### config.mk
export PLATFORM = sky130hd
export DESIGN_NAME = audio_pwm_out
export DESIGN_NICKNAME = d
export VERILOG_FILES = /design/src/rtl/audio_out_pkg.sv /design/src/rtl/dc_blocker.sv /design/src/rtl/audio_pwm_out.sv
export SDC_FILE = /design/constraint.sdc
export NUM_CORES = 1
export LEC_CHECK = 0
export ABC_AREA = 1
export BUFFER_PORTS_ARGS = -buffer_cell sky130_fd_sc_hd__buf_4
export CAP_MARGIN = 20
export CORE_MARGIN = 2
export CORE_UTILIZATION = 65
export CTS_BUF_LIST = sky130_fd_sc_hd__clkbuf_4
export DETAILED_ROUTE_END_ITERATION = 10
export PLACE_DENSITY = 0.83
export SLEW_MARGIN = 20
export SYNTH_ARGS = -nofsm -noshare
export SYNTH_HDL_FRONTEND = slang
export SYNTH_SLANG_ARGS = --single-unit
### constraint.sdc
create_clock -name clk -period 5.85 [get_ports clk]
set_clock_uncertainty 0.05 [all_clocks]
set_input_delay 0.8775 -clock clk [delete_from_list [all_inputs] [get_ports clk]]
set_output_delay 0.8775 -clock clk [all_outputs]
set_load 0.01 [all_outputs]
### src/rtl/audio_out_pkg.sv
// audio_out_pkg: shared mode encodings and the signed saturation helper for the audio output stage
package audio_out_pkg;

    localparam logic MODE_PWM = 1'b0;
    localparam logic MODE_SD  = 1'b1;
    localparam int   SAT_W    = 48;

    function automatic logic signed [SAT_W-1:0] sat_signed(input logic signed [SAT_W-1:0] v, input int w);
        logic signed [SAT_W-1:0] hi;
        logic signed [SAT_W-1:0] lo;
        hi = (48'sd1 <<< (w - 1)) - 48'sd1;
        lo = -hi - 48'sd1;
        return v > hi ? hi : (v < lo ? lo : v);
    endfunction

endpackage

### src/rtl/dc_blocker.sv
// dc_blocker: DC tracker, offset removal, power-of-2 gain and saturation back to offset-binary
module dc_blocker
    import audio_out_pkg::*;
#(
    parameter int IN_W   = 16,
    parameter int DC_K   = 10,
    parameter int GAIN_W = 3
) (
    input  logic              clk,
    input  logic              RSTb,
    input  logic              tick,
    input  logic [IN_W-1:0]   x,
    input  logic              en,
    input  logic [GAIN_W-1:0] gain_shift,
    output logic [IN_W-1:0]   y,
    output logic              clip
);

    localparam int DW = IN_W + DC_K;
    localparam logic [IN_W-1:0] MID = {1'b1, {(IN_W-1){1'b0}}};

    logic [DW-1:0]           dc_q, dc_d;
    logic [IN_W-1:0]         y_q, y_d;
    logic                    clip_q, clip_d;
    logic [IN_W-1:0]         dc_hi, ref_v;
    logic signed [SAT_W-1:0] ac, sh, sat;

    // Leaky integrator update, AC extraction, gain and clamp; all state moves only on tick
    always_comb begin
        dc_hi  = dc_q[DW-1 -: IN_W];
        dc_d   = tick ? dc_q + {{DC_K{1'b0}}, x} - {{DC_K{1'b0}}, dc_hi} : dc_q;
        ref_v  = en ? dc_hi : MID;
        ac     = $signed({{(SAT_W-IN_W){1'b0}}, x}) - $signed({{(SAT_W-IN_W){1'b0}}, ref_v});
        sh     = ac <<< gain_shift;
        sat    = sat_signed(sh, IN_W);
        y_d    = tick ? sat[IN_W-1:0] ^ MID : y_q;
        clip_d = tick && (sat != sh);
    end

    // Sample registers; DC state starts at midscale so the first frames are quiet
    always_ff @(posedge clk or negedge RSTb) begin
        if (!RSTb) begin
            dc_q   <= {MID, {DC_K{1'b0}}};
            y_q    <= MID;
            clip_q <= 1'b0;
        end else begin
            dc_q   <= dc_d;
            y_q    <= y_d;
            clip_q <= clip_d;
        end
    end

    assign y    = y_q;
    assign clip = clip_q;

endmodule

### src/rtl/audio_pwm_out.sv
// audio_pwm_out: frame-latched audio level driven out as classic PWM or 1st-order sigma-delta
module audio_pwm_out
    import audio_out_pkg::*;
#(
    parameter int IN_W   = 16,
    parameter int PWM_W  = 8,
    parameter int DC_K   = 10,
    parameter int GAIN_W = 3
) (
    input  logic              clk,
    input  logic              RSTb,
    input  logic [IN_W-1:0]   in_sample,
    input  logic              in_tick,
    input  logic              mode,
    input  logic              dc_block_en,
    input  logic [GAIN_W-1:0] gain_shift,
    output logic              pwm_out,
    output logic              frame_tick,
    output logic              clip
);

    localparam logic [PWM_W-1:0] HALF = {1'b1, {(PWM_W-1){1'b0}}};

    logic [IN_W-1:0]  pending;
    logic [PWM_W-1:0] cnt_q, cnt_d, active_q, active_d, acc_q, acc_d;
    logic             mode_q, mode_d, pwm_q, pwm_d, ft_q, ft_d;
    logic             boundary;
    logic [PWM_W:0]   sum;

    dc_blocker #(.IN_W(IN_W), .DC_K(DC_K), .GAIN_W(GAIN_W)) u_dc (
        .clk        (clk),
        .RSTb       (RSTb),
        .tick       (in_tick),
        .x          (in_sample),
        .en         (dc_block_en),
        .gain_shift (gain_shift),
        .y          (pending),
        .clip       (clip)
    );

    // Frame boundary latch plus PWM compare / sigma-delta carry generation
    always_comb begin
        boundary = &cnt_q;
        sum      = {1'b0, acc_q} + {1'b0, active_q};
        cnt_d    = cnt_q + PWM_W'(1);
        ft_d     = boundary;
        active_d = boundary ? PWM_W'(pending >> (IN_W - PWM_W)) : active_q;
        mode_d   = boundary ? mode : mode_q;
        acc_d    = (boundary && mode_q == MODE_PWM && mode == MODE_SD) ? '0 :
                   (mode_q == MODE_SD ? sum[PWM_W-1:0] : acc_q);
        pwm_d    = mode_q == MODE_SD ? sum[PWM_W] : (cnt_q < active_q);
    end

    // Output-stage state; reset restarts a midscale PWM frame from cnt 0
    always_ff @(posedge clk or negedge RSTb) begin
        if (!RSTb) begin
            cnt_q    <= '0;
            acc_q    <= '0;
            active_q <= HALF;
            mode_q   <= MODE_PWM;
            pwm_q    <= 1'b0;
            ft_q     <= 1'b0;
        end else begin
            cnt_q    <= cnt_d;
            acc_q    <= acc_d;
            active_q <= active_d;
            mode_q   <= mode_d;
            pwm_q    <= pwm_d;
            ft_q     <= ft_d;
        end
    end

    assign pwm_out    = pwm_q;
    assign frame_tick = ft_q;

endmodule
==> metrics <==
multi-input logic area=4190 um2; post-DP HPWL=around 12000 um; synth top area cells=dfrtp_1 (23%), nand2_1 (14%), ha_1 (12%); Worst-Skew Late Latency=between 400 and 500 ps; initial antenna violation count=0; Die ar.=roughly 11000 um2; filler cell count=roughly 880; mapped cell area=~6500 um2; mux cell area share after synthesis=0%; residual DRC count=0; Mapped Cells=approximately 970; fmax=around 0.27 GHz; kind of critical path=in2reg; syn_area_per_cell=6.72 um2; leading area contributor after synthesis=dfrtp_1; final count of pins violating max slew=0; final setup violation count=0; vias in the first global route=around 5800; # IOs=27; Slew HR=between 40% and 50%; top cell type's share of synthesized area=a little under a quarter; drt total wl=around 15000 um; H-tree depth=3; Startpoint Class=input pin; PostCTS Resize Cnt=0; CTS root buf=clkbuf_4; Die Wd=roughly 100 um; Final min period=around 3800 ps; iteration-0 DRC count of the detailed router=~340; hold crit path type=reg2reg; most common library cells after synthesis=nand2_1 (245), inv_1 (165), nand3_1 (107); CTS tree=done; library cells used by synthesis=45; die height=about 100 um; outcome=completed; largest net degree at the start of global routing=63; PD cells=approximately 550 nW/um2; Ant. Diodes=0; Routed wire per std cell=13.1 um; endpoints failing hold=0; leak pwr=around 3.8 nW; Worst-Margin Slew=between 800 and 900 ps; post-CTS setup repair buffer count=0; sequential cell area=1560 um2; max-cap violations=0; VDD IR max=about 330 uV; Seq/Total Area, Yosys=24.0%; FF+latch count, synth=62; clk sink count=62; worst-path fanout max=16; Buffers on Ports=26; Async SR Flop Fraction=100%; layout net count=approximately 1100; unrepaired setup endpoints after global routing=no; syn_nets=between 1000 and 1500; largest family of logic cells by synthesized area=simple AND/OR/NAND/NOR gates; first-pass GRT wire length=26400 um; share of cells above drive strength 1=10.1%; Reg clk slew, reported paths=roughly 110 ps; clock tree buffer depth=2; TritonRoute pass-1 iters=4; Post-synth EDFFs=0; Post-Synth Adder-Cell Area=17.1%; Post-Synth Simple-Gate Area=a little under a third; Synth Area in Compound Gates=between 10% and 20%; detail-routed via count per cell=about 5.4; Hold Buf Count CTS=0; grt total ovfl=0; Tcrit/Tclk final=between 60% and 70%; Main synth FF type=dfrtp_1; crit end category=flop; Area Growth Syn to Fin=6.67%; Cell Rows=36; CP Data Required Time=slightly above 6000 ps; xor/xnor cell area share of the yosys netlist=3.51%; setup tns final=0 ps; routability cong.=around 0.94; ANT nets after route=0; Num CTS Buffers=9; Ys Warns=0; Tot Pwr=3.80 mW; via count=slightly above 6000; All-Layer GR Usage=about 30%; initial core utilization=approximately two thirds; count leader, synth=nand2_1; Critical Path AT=approximately 4100 ps; core area=a little under 10000 um2
-- layout make-up --
type | count | area share [%]
multi-input cells | 707 | 60.6
well taps | 133 | 2.40
flip-flops and latches | 62 | 22.5
clock buffers | 10 | 1.08
clock inverters | 6 | 0.904
inverters | 176 | 9.54
repair buffers | 27 | 3.04
-- registers in the layout (all words and copies together) (netlist names) --
register and count:
frame_tick 1, cnt_q 8, acc_q 8, u_dc.y 8, active_q 8, u_dc.clip 1
mode_q 1, u_dc.dc_q 26, pwm_out 1
-- critical path, cell delays in order --
cell     delay [ps]
buf_4           180
nand2_1          70
inv_1            80
ha_1            140
inv_1            40
fa_1            410
nand3_1         110
nand2_1          90
nand2_1         100
nand2_2          80
nand3_2          80
nand2_4         100
nand2_2         110
nand3_2          90
nand2_1         110
nor2_1           50
nor2_1          110
nand2_1          60
nor2_1          130
nand4_1         100
ha_1            420
or2_2           340
a31oi_1         170
-- placed cells by master, fill, tap and decap left out, drive strengths merged, types with 2 or more instances in the layout --
master and count:
nor3 6, nand3 115, o31ai 4, a22o 3
dfstp 3, a31oi 7, nand2 261, dfrtp 59
or2 9, clkbuf 10, clkinvlp 2, nand4 8
o21ai 62, xor2 15, ha 60, o211ai 2
inv 175, a21oi 52, and2 4, fa 18
clkinv 4, buf 27, o22ai 2, xnor2 11
nor2 59
-- per-layer routing --
layer / vias up / track usage, % / part of all wire (%)
met3: 27 / 6.33 / 5.4
li1: 3125 / - / -
met1: 2773 / 40.4 / 48
met4: 0 / 8.20 / 2.1
met5: - / 0 / 0
met2: 145 / 47.8 / 44
-- cells by family after synthesis --
logic type      Yosys count
simple gates            465
buf+inv                 196
compound gates          138
fa+ha+maj                78
flops                    62
xor+xnor                 26
-- report_power, final --
group | total (mW) | internal (mW) | switching (mW)
clock network | 0.303 | 0.133 | 0.170
registers | 0.702 | 0.564 | 0.138
logic | 2.80 | 1.09 | 1.71
total | 3.80 | 1.78 | 2.02
-- path summary, 6_finish.rpt --
kind | start | endpoint | slack, ps | cells after the start
worst max-delay path | dc_block_en | u_dc.y[13]$_DFFE_PN0P_ | 2100 | 23
min in group asynchronous | RSTb | u_dc.dc_q[24]$_DFFE_PN0P_ | 440 | 1
worst min register to register | cnt_q[0]$_DFF_PN0_ | cnt_q[0]$_DFF_PN0_ | 430 | 1
worst min-delay path | cnt_q[0]$_DFF_PN0_ | cnt_q[0]$_DFF_PN0_ | 430 | 1
worst max register to register | u_dc.dc_q[10]$_DFFE_PN0P_ | u_dc.y[13]$_DFFE_PN0P_ | 2300 | 22
max in group asynchronous | RSTb | u_dc.y[8]$_DFFE_PN0P_ | 4720 | 1
-- metrics by stage --
step | hold slack (ps) | cell area, um2 | setup WS (ps) | instances | utilization (%)
after CTS | 435 | 6920 | 2140 | 1121 | 71.1
after global placement | 408 | 6770 | 1790 | 1104 | 69.6
after detailed placement | 412 | 6780 | 1690 | 1105 | 69.7
after floorplan | 387 | 6490 | 1820 | 965 | -
final | 430 | 6920 | 2100 | 1121 | 71.1
after global routing | 457 | 6920 | 1720 | 1121 | 71.1
Note: power is estimated with default switching activity, not from simulation.
